**config.mk**
```make
export PLATFORM = sky130hd
export DESIGN_NAME = jtdd_snd_mix_flat
export DESIGN_NICKNAME = d
export VERILOG_FILES = /design/src/rtl/jtdd_snd_mix_if.sv /design/src/rtl/jtdd_snd_mix.sv /design/src/flat_wrapper.sv
export SDC_FILE = /design/constraint.sdc
export NUM_CORES = 1
export LEC_CHECK = 0
export CORE_UTILIZATION = 48
export DETAILED_ROUTE_END_ITERATION = 10
export PLACE_DENSITY = 0.75
export SETUP_SLACK_MARGIN = 0.05
export SYNTH_ARGS = -nofsm -noshare
export SYNTH_HDL_FRONTEND = slang
export SYNTH_SLANG_ARGS = --single-unit
```
**constraint.sdc**
```tcl
create_clock -name clk -period 22.7 [get_ports clk]
set_clock_uncertainty 0.05 [all_clocks]
set_input_delay 2.27 -clock clk [delete_from_list [all_inputs] [get_ports clk]]
set_output_delay 2.27 -clock clk [all_outputs]
set_load 0.01 [all_outputs]
```
**src/rtl/jtdd_snd_mix_if.sv**
```systemverilog
// Sound-CPU configuration port of the JTDD sound mixer.
// Carries the gain/control register write strobe, address, write data and read data.
`timescale 1ns/1ps

interface jtdd_snd_mix_if;
  logic       cfg_we;
  logic [3:0] cfg_addr;
  logic [7:0] cfg_din;
  logic [7:0] cfg_dout;

  modport master (output cfg_we, cfg_addr, cfg_din, input  cfg_dout);
  modport slave  (input  cfg_we, cfg_addr, cfg_din, output cfg_dout);
endinterface

```
**src/rtl/jtdd_snd_mix.sv**
```systemverilog
// Time-multiplexed JTDD sound mixer: one multiply-accumulate per clk across CH channels,
// 4.4 unsigned gains, per-channel mute, saturated output and sticky clip/overrun flags.
`timescale 1ns/1ps

module jtdd_snd_mix #(
  parameter int         CH       = 4,
  parameter int         W        = 16,
  parameter int         OW       = 16,
  parameter logic [7:0] GAIN_RST = 8'h10
) (
  input  logic                 clk,
  input  logic                 rstn,
  input  logic                 cen,
  input  logic [CH*W-1:0]      ch_data,
  jtdd_snd_mix_if.slave        cfg,
  output logic signed [OW-1:0] sound,
  output logic                 sample,
  output logic                 clip,
  output logic                 overrun
);
  localparam int PW = W + 9;
  localparam int IW = $clog2(CH);
  localparam int AW = PW + IW;

  localparam logic signed [AW-1:0] RES_MAX = {{(AW-OW+1){1'b0}}, {(OW-1){1'b1}}};
  localparam logic signed [AW-1:0] RES_MIN = {{(AW-OW+1){1'b1}}, {(OW-1){1'b0}}};

  typedef enum logic [1:0] {ST_IDLE, ST_MAC, ST_OUT} state_t;

  state_t state_q, state_d;

  logic [7:0]          gain_q  [CH];
  logic [7:0]          gain_d  [CH];
  logic [CH-1:0]       mute_q, mute_d;
  logic signed [W-1:0] sdata_q [CH];
  logic signed [W-1:0] sdata_d [CH];
  logic [7:0]          sgain_q [CH];
  logic [7:0]          sgain_d [CH];
  logic [CH-1:0]       smute_q, smute_d;
  logic [IW-1:0]       idx_q, idx_d;
  logic signed [AW-1:0] acc_q, acc_d;
  logic signed [OW-1:0] sound_q, sound_d;
  logic                sample_q, sample_d;
  logic                clip_q, clip_d;
  logic                overrun_q, overrun_d;

  logic signed [W-1:0] ch_slice [CH];
  logic start, mac_en, out_en, busy_cen;

  for (genvar gi = 0; gi < CH; gi++) begin : g_slice
    assign ch_slice[gi] = ch_data[gi*W +: W];
  end

  // FSM: state register
  always_ff @(posedge clk or negedge rstn) begin
    if (!rstn) state_q <= ST_IDLE;
    else       state_q <= state_d;
  end

  // FSM: next state
  always_comb begin
    state_d = state_q;
    case (state_q)
      ST_IDLE: if (cen) state_d = ST_MAC;
      ST_MAC:  if (idx_q == IW'(CH-1)) state_d = ST_OUT;
      ST_OUT:  state_d = ST_IDLE;
      default: state_d = ST_IDLE;
    endcase
  end

  // FSM: outputs
  always_comb begin
    start    = 1'b0;
    mac_en   = 1'b0;
    out_en   = 1'b0;
    busy_cen = 1'b0;
    case (state_q)
      ST_IDLE: start = cen;
      ST_MAC:  begin mac_en = 1'b1; busy_cen = cen; end
      ST_OUT:  begin out_en = 1'b1; busy_cen = cen; end
      default: ;
    endcase
  end

  logic signed [PW-1:0] prod_data, prod_gain, prod;
  logic signed [AW-1:0] res;
  logic signed [OW-1:0] res_sat;
  logic                 res_clip;
  logic                 ctrl_wr;

  always_comb begin
    // Gain is unsigned: zero-extend before the signed multiply.
    prod_data = {{9{sdata_q[idx_q][W-1]}}, sdata_q[idx_q]};
    prod_gain = {{(PW-8){1'b0}}, sgain_q[idx_q]};
    prod      = smute_q[idx_q] ? '0 : prod_data * prod_gain;

    res = acc_q >>> 4;
    if (res > RES_MAX) begin
      res_sat  = {1'b0, {(OW-1){1'b1}}};
      res_clip = 1'b1;
    end else if (res < RES_MIN) begin
      res_sat  = {1'b1, {(OW-1){1'b0}}};
      res_clip = 1'b1;
    end else begin
      res_sat  = res[OW-1:0];
      res_clip = 1'b0;
    end
  end

  always_comb begin
    ctrl_wr   = cfg.cfg_we && (cfg.cfg_addr == 4'hF);
    gain_d    = gain_q;
    mute_d    = mute_q;
    sdata_d   = sdata_q;
    sgain_d   = sgain_q;
    smute_d   = smute_q;
    idx_d     = idx_q;
    acc_d     = acc_q;
    sound_d   = sound_q;
    sample_d  = out_en;
    clip_d    = clip_q | (out_en & res_clip);
    overrun_d = overrun_q | busy_cen;

    for (int i = 0; i < CH; i++) begin
      if (cfg.cfg_we && (cfg.cfg_addr == 4'(i))) gain_d[i] = cfg.cfg_din;
    end
    if (ctrl_wr) begin
      for (int i = 0; i < CH; i++) mute_d[i] = (i == 7) ? 1'b0 : cfg.cfg_din[i];
      // Clear beats a set landing in the same clk.
      if (cfg.cfg_din[7]) begin
        clip_d    = 1'b0;
        overrun_d = 1'b0;
      end
    end

    if (start) begin
      sdata_d = ch_slice;
      sgain_d = gain_q;
      smute_d = mute_q;
      idx_d   = '0;
      acc_d   = '0;
    end
    if (mac_en) begin
      acc_d = acc_q + {{IW{prod[PW-1]}}, prod};
      idx_d = idx_q + IW'(1);
    end
    if (out_en) sound_d = res_sat;
  end

  always_ff @(posedge clk or negedge rstn) begin
    if (!rstn) begin
      for (int i = 0; i < CH; i++) begin
        gain_q[i]  <= GAIN_RST;
        sdata_q[i] <= '0;
        sgain_q[i] <= '0;
      end
      mute_q    <= '0;
      smute_q   <= '0;
      idx_q     <= '0;
      acc_q     <= '0;
      sound_q   <= '0;
      sample_q  <= 1'b0;
      clip_q    <= 1'b0;
      overrun_q <= 1'b0;
    end else begin
      gain_q    <= gain_d;
      sdata_q   <= sdata_d;
      sgain_q   <= sgain_d;
      mute_q    <= mute_d;
      smute_q   <= smute_d;
      idx_q     <= idx_d;
      acc_q     <= acc_d;
      sound_q   <= sound_d;
      sample_q  <= sample_d;
      clip_q    <= clip_d;
      overrun_q <= overrun_d;
    end
  end

  logic [7:0] mute_ext;

  always_comb begin
    mute_ext = 8'(mute_q);
    cfg.cfg_dout = 8'hFF;
    if (cfg.cfg_addr == 4'hF) cfg.cfg_dout = {clip_q, overrun_q, mute_ext[5:0]};
    for (int i = 0; i < CH; i++) begin
      if (cfg.cfg_addr == 4'(i)) cfg.cfg_dout = gain_q[i];
    end
  end

  assign sound   = sound_q;
  assign sample  = sample_q;
  assign clip    = clip_q;
  assign overrun = overrun_q;
endmodule

```
**src/flat_wrapper.sv**
```systemverilog
// flat-port wrapper written by rule: the top's interface ports become plain ports
module jtdd_snd_mix_flat 
#(
  parameter int         CH       = 4,
  parameter int         W        = 16,
  parameter int         OW       = 16,
  parameter logic [7:0] GAIN_RST = 8'h10
)
  (clk, rstn, cen, ch_data, sound, sample, clip, overrun, cfg_cfg_we, cfg_cfg_addr, cfg_cfg_din, cfg_cfg_dout);
  jtdd_snd_mix_if cfg_i ();
  input  logic clk;
  input  logic rstn;
  input  logic cen;
  input  logic [CH*W-1:0] ch_data;
  output logic signed [OW-1:0] sound;
  output logic sample;
  output logic clip;
  output logic overrun;
  input wire logic [$bits(cfg_i.cfg_we)-1:0] cfg_cfg_we;
  input wire logic [$bits(cfg_i.cfg_addr)-1:0] cfg_cfg_addr;
  input wire logic [$bits(cfg_i.cfg_din)-1:0] cfg_cfg_din;
  output wire logic [$bits(cfg_i.cfg_dout)-1:0] cfg_cfg_dout;
  assign cfg_i.cfg_we = cfg_cfg_we;
  assign cfg_i.cfg_addr = cfg_cfg_addr;
  assign cfg_i.cfg_din = cfg_cfg_din;
  assign cfg_cfg_dout = cfg_i.cfg_dout;
  jtdd_snd_mix #(.CH(CH), .W(W), .OW(OW), .GAIN_RST(GAIN_RST)) u_core (.clk(clk), .rstn(rstn), .cen(cen), .ch_data(ch_data), .cfg(cfg_i), .sound(sound), .sample(sample), .clip(clip), .overrun(overrun));
endmodule
```
== Word level (Yosys, flattened, before mapping) ==
Cells that the tools add are included.

* Output and inout bits: 27
* Logic and storage cells: 84
* Input bits: 80
* Register bits after elaboration: 186

* Mux-type cells: 33
* Reductions and logical operators: 10
* Multiply operators: 1
* $lt $le $gt $ge: 4
* Bitwise gates (word level): 4
* Equal/unequal tests: 9
* $add $sub $neg: 2

{| class="wikitable"
|+ Operator list
! kind !! count
|-
| $mux W16 || 4
|-
| $mux W8 || 7
|-
| $mux W27 || 2
|-
| $bmux W16 S2 || 1
|-
| $add A27 B27 Y27 || 1
|-
| $mul A16 B9 Y25 || 1
|-
| $mux W25 || 1
|-
| $gt A23 B16 Y1 const B || 1
|-
| $lt A23 B16 Y1 const B || 1
|-
| $bmux W8 S2 || 1
|-
| $mux W1 || 11
|-
| $eq A4 B2 Y1 const B || 2
|-
| $mux W2 || 4
|-
| $logic_and A1 B1 Y1 || 5
|-
| $eq A2 B2 Y1 const B || 2
|-
| $eq A4 B1 Y1 const B || 1
|-
| $eq A4 B4 Y1 const B || 1
|-
| $logic_not A4 Y1 || 1
|-
| $pmux W2 S2 || 1
|-
| $ge A3 B3 Y1 const B || 1
|-
| $lt A2 B3 Y1 const B || 1
|-
| $not A2 Y3 || 1
|-
| $add A2 B1 Y2 const B || 1
|-
| $bmux W1 S2 || 1
|-
| other kinds (9) || 10
|}

== Depth between registers and ports, before layout ==
* Depth in word-level cells: 8
* Depth in mapped cells: 35
* Gate-level depth less buffers: 31

== Least setup slack after synthesis ==
OpenSTA, ideal clock, no wires.

* Path kind: reg-to-reg
* Start point: register u_core.idx_q[0]
* End point: register u_core.acc_q[25]
* Library setup time: 0.126 ns
* Buffers on the path: 3
* Cell stages (with the launch flop): 32
* Data arrival time: 7.425 ns
* Period minus slack after synthesis: 7.601 ns
* Path slack: 15.099 ns
* Required time: 22.524 ns
* Path through: dfrtp_1 > buf_2 > buf_1 > mux4_2 > clkbuf_1 > nand2_1 > fa_1 > inv_1 > fa_1 > fa_1 > inv_1 > fa_1 > inv_1 > ha_1 > a21oi_1 > o21ai_1 > or3_1 > o21ai_0 > o21bai_1 > a21oi_1 > xor2_1 > nor2_1 > ha_1 > o21a_1 > nor2_1 > a21oi_1 > nor2b_1 > a221oi_1 > a21oi_1 > o2111ai_1 > o21ai_0 > a221o_1

* Cells in the longest elaborated chain, start to end: 8
* Elaborated cells between the ends (all ways): 13
* Those cells by class: 1 x add/sub; 1 x mul; 10 x mux; 1 x bitwise

{| class="wikitable"
|+ Ends and longest elaborated chain
! what !! RTL line !! text
|-
| start: declaration || jtdd_snd_mix.sv:40 || <nowiki>logic [IW-1:0] idx_q, idx_d;</nowiki>
|-
| start signal: assignment || jtdd_snd_mix.sv:171 || <nowiki>idx_q <= idx_d;</nowiki>
|-
| $not A2 Y3 (not written as such) || jtdd_snd_mix.sv:93, jtdd_snd_mix.sv:94 ||
|-
| $bmux W16 S2 or $bmux W8 S2 (tied branches) || jtdd_snd_mix.sv:93, jtdd_snd_mix.sv:94 ||
|-
| $mux W16 (not written as such) or $mux W8 (tied branches) (2 in a row) || jtdd_snd_mix.sv:93, jtdd_snd_mix.sv:94 ||
|-
| $mul A16 B9 Y25 || jtdd_snd_mix.sv:95 || <nowiki>prod = smute_q[idx_q] ? '0 : prod_data * prod_gain;</nowiki>
|-
| $mux W25 (*) || jtdd_snd_mix.sv:95 ||
|-
| $add A27 B27 Y27 (*) || jtdd_snd_mix.sv:144 || <nowiki>acc_d = acc_q + {{IW{prod[PW-1]}}, prod};</nowiki>
|-
| $mux W27 (*) || jtdd_snd_mix.sv:143 || <nowiki>if (mac_en) begin</nowiki>
|-
| end signal: assignment || jtdd_snd_mix.sv:160 || <nowiki>acc_q <= '0;</nowiki>
|-
| end signal: assignment || jtdd_snd_mix.sv:172 || <nowiki>acc_q <= acc_d;</nowiki>
|-
| end: declaration || jtdd_snd_mix.sv:41 || <nowiki>logic signed [AW-1:0] acc_q, acc_d;</nowiki>
|}

Every way passes the cells marked *; elsewhere a longest branch is shown, timed or not. The select of a mux whose other input is x is not followed.
A chain may end at the register's enable or synchronous reset.

== Worst setup path after layout ==
Same ends and word-level chain as after synthesis.

==> results by group <==
Floorplan
  – Cell Rows: 62
  – Die width: 172 um
  – Die height: 172 um
  – Core Area: 0.0286 sq mm
  – Num ports: 107
  – Die footprint: 0.0297 sq mm
  – Initial Utilization: 48.7%

Critical path
  – Critical Path Stages: 27
  – Most used cell, CP: fa_1
  – Startpoint Class: flop
  – RR Startpoint: u_core.idx_q[0]$_DFFE_PN0P_
  – CP Data Required Time: 22.97 ns
  – Worst reg-to-reg setup slack: 14.40 ns
  – Critical Path End Type: flop
  – R2R Path End: u_core.acc_q[25]$_DFFE_PN0P_
  – Crit-path leading delay family: compound AO/OA/AOI/OAI gates
  – Max incr delay on CP: 0.97 ns
  – Critical path peak fanout: 27
  – Reg2Reg Depth: 27
  – CP Buf/Inv Count: 2
  – Crit-path slowest cell: dfrtp_2
  – Crit path kind: flop to flop
  – Worst Path Arrival: 8.56 ns

Global route
  – Met3 Usage GRT: 2.72%
  – Total gr overflow: 0
  – First-pass GRT wire length: 49100 um
  – Tot GR Track Use: 20.9%
  – Vias in the first global route: 10400
  – Met1 Use GR: 25.5%
  – GR peak layer: met2
  – Initial antenna violation count: 0
  – M2 GR Usage: 37.8%
  – Pin count of the biggest net entering global routing: 116

Final layout
  – Area grow syn2layout: 14.5%
  – Final nets: 1701
  – Share of layout cells above drive strength 1: 14.8%
  – Most frequent cells in the layout: inv_1, dfrtp_1, nand2_1, mux2_2, clkdlybuf4s50_1
  – Most common cell after layout, fill and taps aside: inv_1
  – Ant diodes: 0

Synthesis
  – Post-synthesis cell area: 0.0140 sq mm
  – Post-synth EDFFs: 0
  – Syn Inst Count: 1357
  – Netlist cell types: 56
  – Ys async rst share: 100%
  – Ys Warns: 0
  – Seq cells post-synth: 186
  – Register area share after synthesis: 33.4%
  – Most used DFF post-synth: dfrtp_1
  – Synthesized area per cell: 10.3 sq um
  – Syn_nets: 1620

Timing
  – Fin crit share: 36.6%
  – Final setup fails: 0
  – RSZ-0062 raised after global routing: no
  – Final Max Tran Viols: 0
  – Worst slew pin tran: 1.27 ns
  – Max Fclk: 121 MHz
  – Final WS setup: 14.40 ns
  – Final hold viol count: 0
  – Slew Limit Headroom: 15.6%
  – Period minus WS final: 8.30 ns
  – Final TNS setup: 0 ns

Placement
  – PortBufs: 106
  – Final GP Congestion: 0.860
  – Post-DP HPWL: 22300 um
  – DP Worst Slack: 14.48 ns

Worst hold path
  – Hold Crit Endpoint: u_core.sdata_q[29]$_DFFE_PN0P_
  – Number of cells on the worst hold path: 1
  – Worst hold path type: flop to flop
  – Hold Startpoint: u_core.sdata_q[29]$_DFFE_PN0P_

Routing
  – Number of DRC markers in iteration 0: 663
  – DR WL/cell: 16.2 um
  – WL final: 29700 um
  – Antenna Nets Post-Route: 0
  – Vias: 9918
  – Via-to-Cell Ratio: 5.40
  – Residual DRC: 0
  – Drt pass-1 iters: 5

Run status
  – Status: finished clean

CTS
  – Number of CTS-inserted buffers: 17
  – Root buf cell: clkbuf_16
  – CTS tree: yes
  – H-tree lvl count: 4
  – Sink Count: 186
  – Buffers inserted by post-CTS timing repair: 0
  – Clock buffer depth: 2
  – Clk slew on worst S/H paths: 0.09 ns
  – Worst-Skew Late Latency: 0.45 ns
  – Post_cts resized: 0
  – Hold_buf cts: 0

Job
  – Max_cap viols: 0
==> logic make-up (layout without fill, tap and decap cells) <==
group                    after synthesis  after routing  share of synthesized area (%)
buffers and inverters                241            335                           6.49
multiplexers                         166            166                           15.5
AO/OA/AOI/OAI                        199            199                           8.91
XOR/XNOR                              37             37                           2.32
AND/OR/NAND/NOR                      344            344                           11.4
flip-flops                           186            186                           33.4
adder cells (fa/ha/maj)              184            184                           22.0
==> stage by stage <==
stage          utilization, %  cells  area [sq um]  hold WS (ns)
2_1_floorplan               -   1357         14000         0.424
3_3_place_gp             53.6   1803         15400         0.432
3_5_place_dp             53.6   1803         15400         0.439
4_1_cts                  55.8   1835         16000         0.457
5_1_grt                  55.8   1835         16000         0.463
6_report                 55.8   1835         16000         0.452
==> Yosys cell counts (5+ instances only) <==
| cell | n | area [sq um] |
|---|---|---|
| nand2b_1 | 5 | 31.3 |
| a211oi_1 | 8 | 60.1 |
| o21a_1 | 9 | 67.6 |
| nor2b_1 | 10 | 62.6 |
| inv_1 | 194 | 728 |
| nand2_1 | 144 | 541 |
| o211ai_1 | 20 | 150 |
| xor2_1 | 15 | 131 |
| a21o_1 | 11 | 82.6 |
| dfrtp_1 | 182 | 4550 |
| fa_1 | 103 | 2060 |
| nand4_1 | 8 | 50.1 |
| a21oi_1 | 51 | 255 |
| xnor2_1 | 22 | 193 |
| and2_1 | 62 | 388 |
| nand3_1 | 10 | 50.1 |
| nor2_1 | 72 | 270 |
| mux2_2 | 138 | 1550 |
| o21ai_0 | 57 | 285 |
| o21bai_1 | 6 | 45.0 |
| o22ai_1 | 10 | 62.6 |
| ha_1 | 80 | 1000 |
| nor3_1 | 19 | 95.1 |
| or3_1 | 5 | 31.3 |
| mux4_2 | 25 | 563 |
| buf_1 | 12 | 45.0 |
| clkbuf_1 | 34 | 128 |
==> final cells by class <==
class / count / area, sq um
Sequential cell: 186 / 4660
Multi-Input combinational cell: 930 / 8400
Timing Repair Buffer: 109 / 1090
Inverter: 194 / 728
Clock buffer: 17 / 425
Tap cell: 384 / 480
Clock inverter: 15 / 194
Fill cell: 2396 / 12700
==> registers in the layout, indices dropped and copies added, names as in the netlist, 4 cells and up <==
signal / flops
u_core.sound: 16
u_core.sgain_q: 32
u_core.mute_q: 4
u_core.acc_q: 27
u_core.smute_q: 4
u_core.gain_q: 32
u_core.sdata_q: 64
==> worst max-delay path by stage <==
stage / start / endpoint / slack (ns)
2_1_floorplan: u_core.idx_q[0]$_DFFE_PN0P_ / u_core.acc_q[25]$_DFFE_PN0P_ / 15.10
3_3_place_gp: u_core.idx_q[0]$_DFFE_PN0P_ / u_core.acc_q[26]$_DFFE_PN0P_ / 14.73
3_5_place_dp: u_core.idx_q[0]$_DFFE_PN0P_ / u_core.acc_q[26]$_DFFE_PN0P_ / 14.48
4_1_cts: u_core.idx_q[0]$_DFFE_PN0P_ / u_core.acc_q[26]$_DFFE_PN0P_ / 14.41
5_1_grt: u_core.idx_q[0]$_DFFE_PN0P_ / u_core.acc_q[26]$_DFFE_PN0P_ / 13.72
6_report: u_core.idx_q[0]$_DFFE_PN0P_ / u_core.acc_q[25]$_DFFE_PN0P_ / 14.40
==> worst register-to-register path, cell delays in order (launching register included) <==
cell       delay, ns
dfrtp_2         0.97
mux4_2          0.79
and2_1          0.23
fa_1            0.46
fa_1            0.56
inv_1           0.05
fa_1            0.46
fa_1            0.54
inv_1           0.04
ha_1            0.31
o21a_1          0.20
o31a_1          0.12
o31a_1          0.30
o21ai_0         0.39
o21bai_1        0.12
a21oi_1         0.22
xor2_1          0.18
nor2_1          0.06
ha_1            0.38
o21a_1          0.20
nor2_1          0.18
a21oi_1         0.10
nor2b_1         0.15
a221oi_1        0.40
a21oi_1         0.19
o2111ai_1       0.14
o21ai_0         0.11
a221o_1         0.28
==> routing by layer <==
metal / up-vias / part of all wire (%)
met5: - / 0
met4: 0 / 2.0
met1: 5017 / 42
met2: 179 / 54
li1: 4670 / -
met3: 52 / 2.5
Power is left out: the tool's default activity adds up to more than one toggle a clock period on the data nets, which glitch-free logic cannot reach.
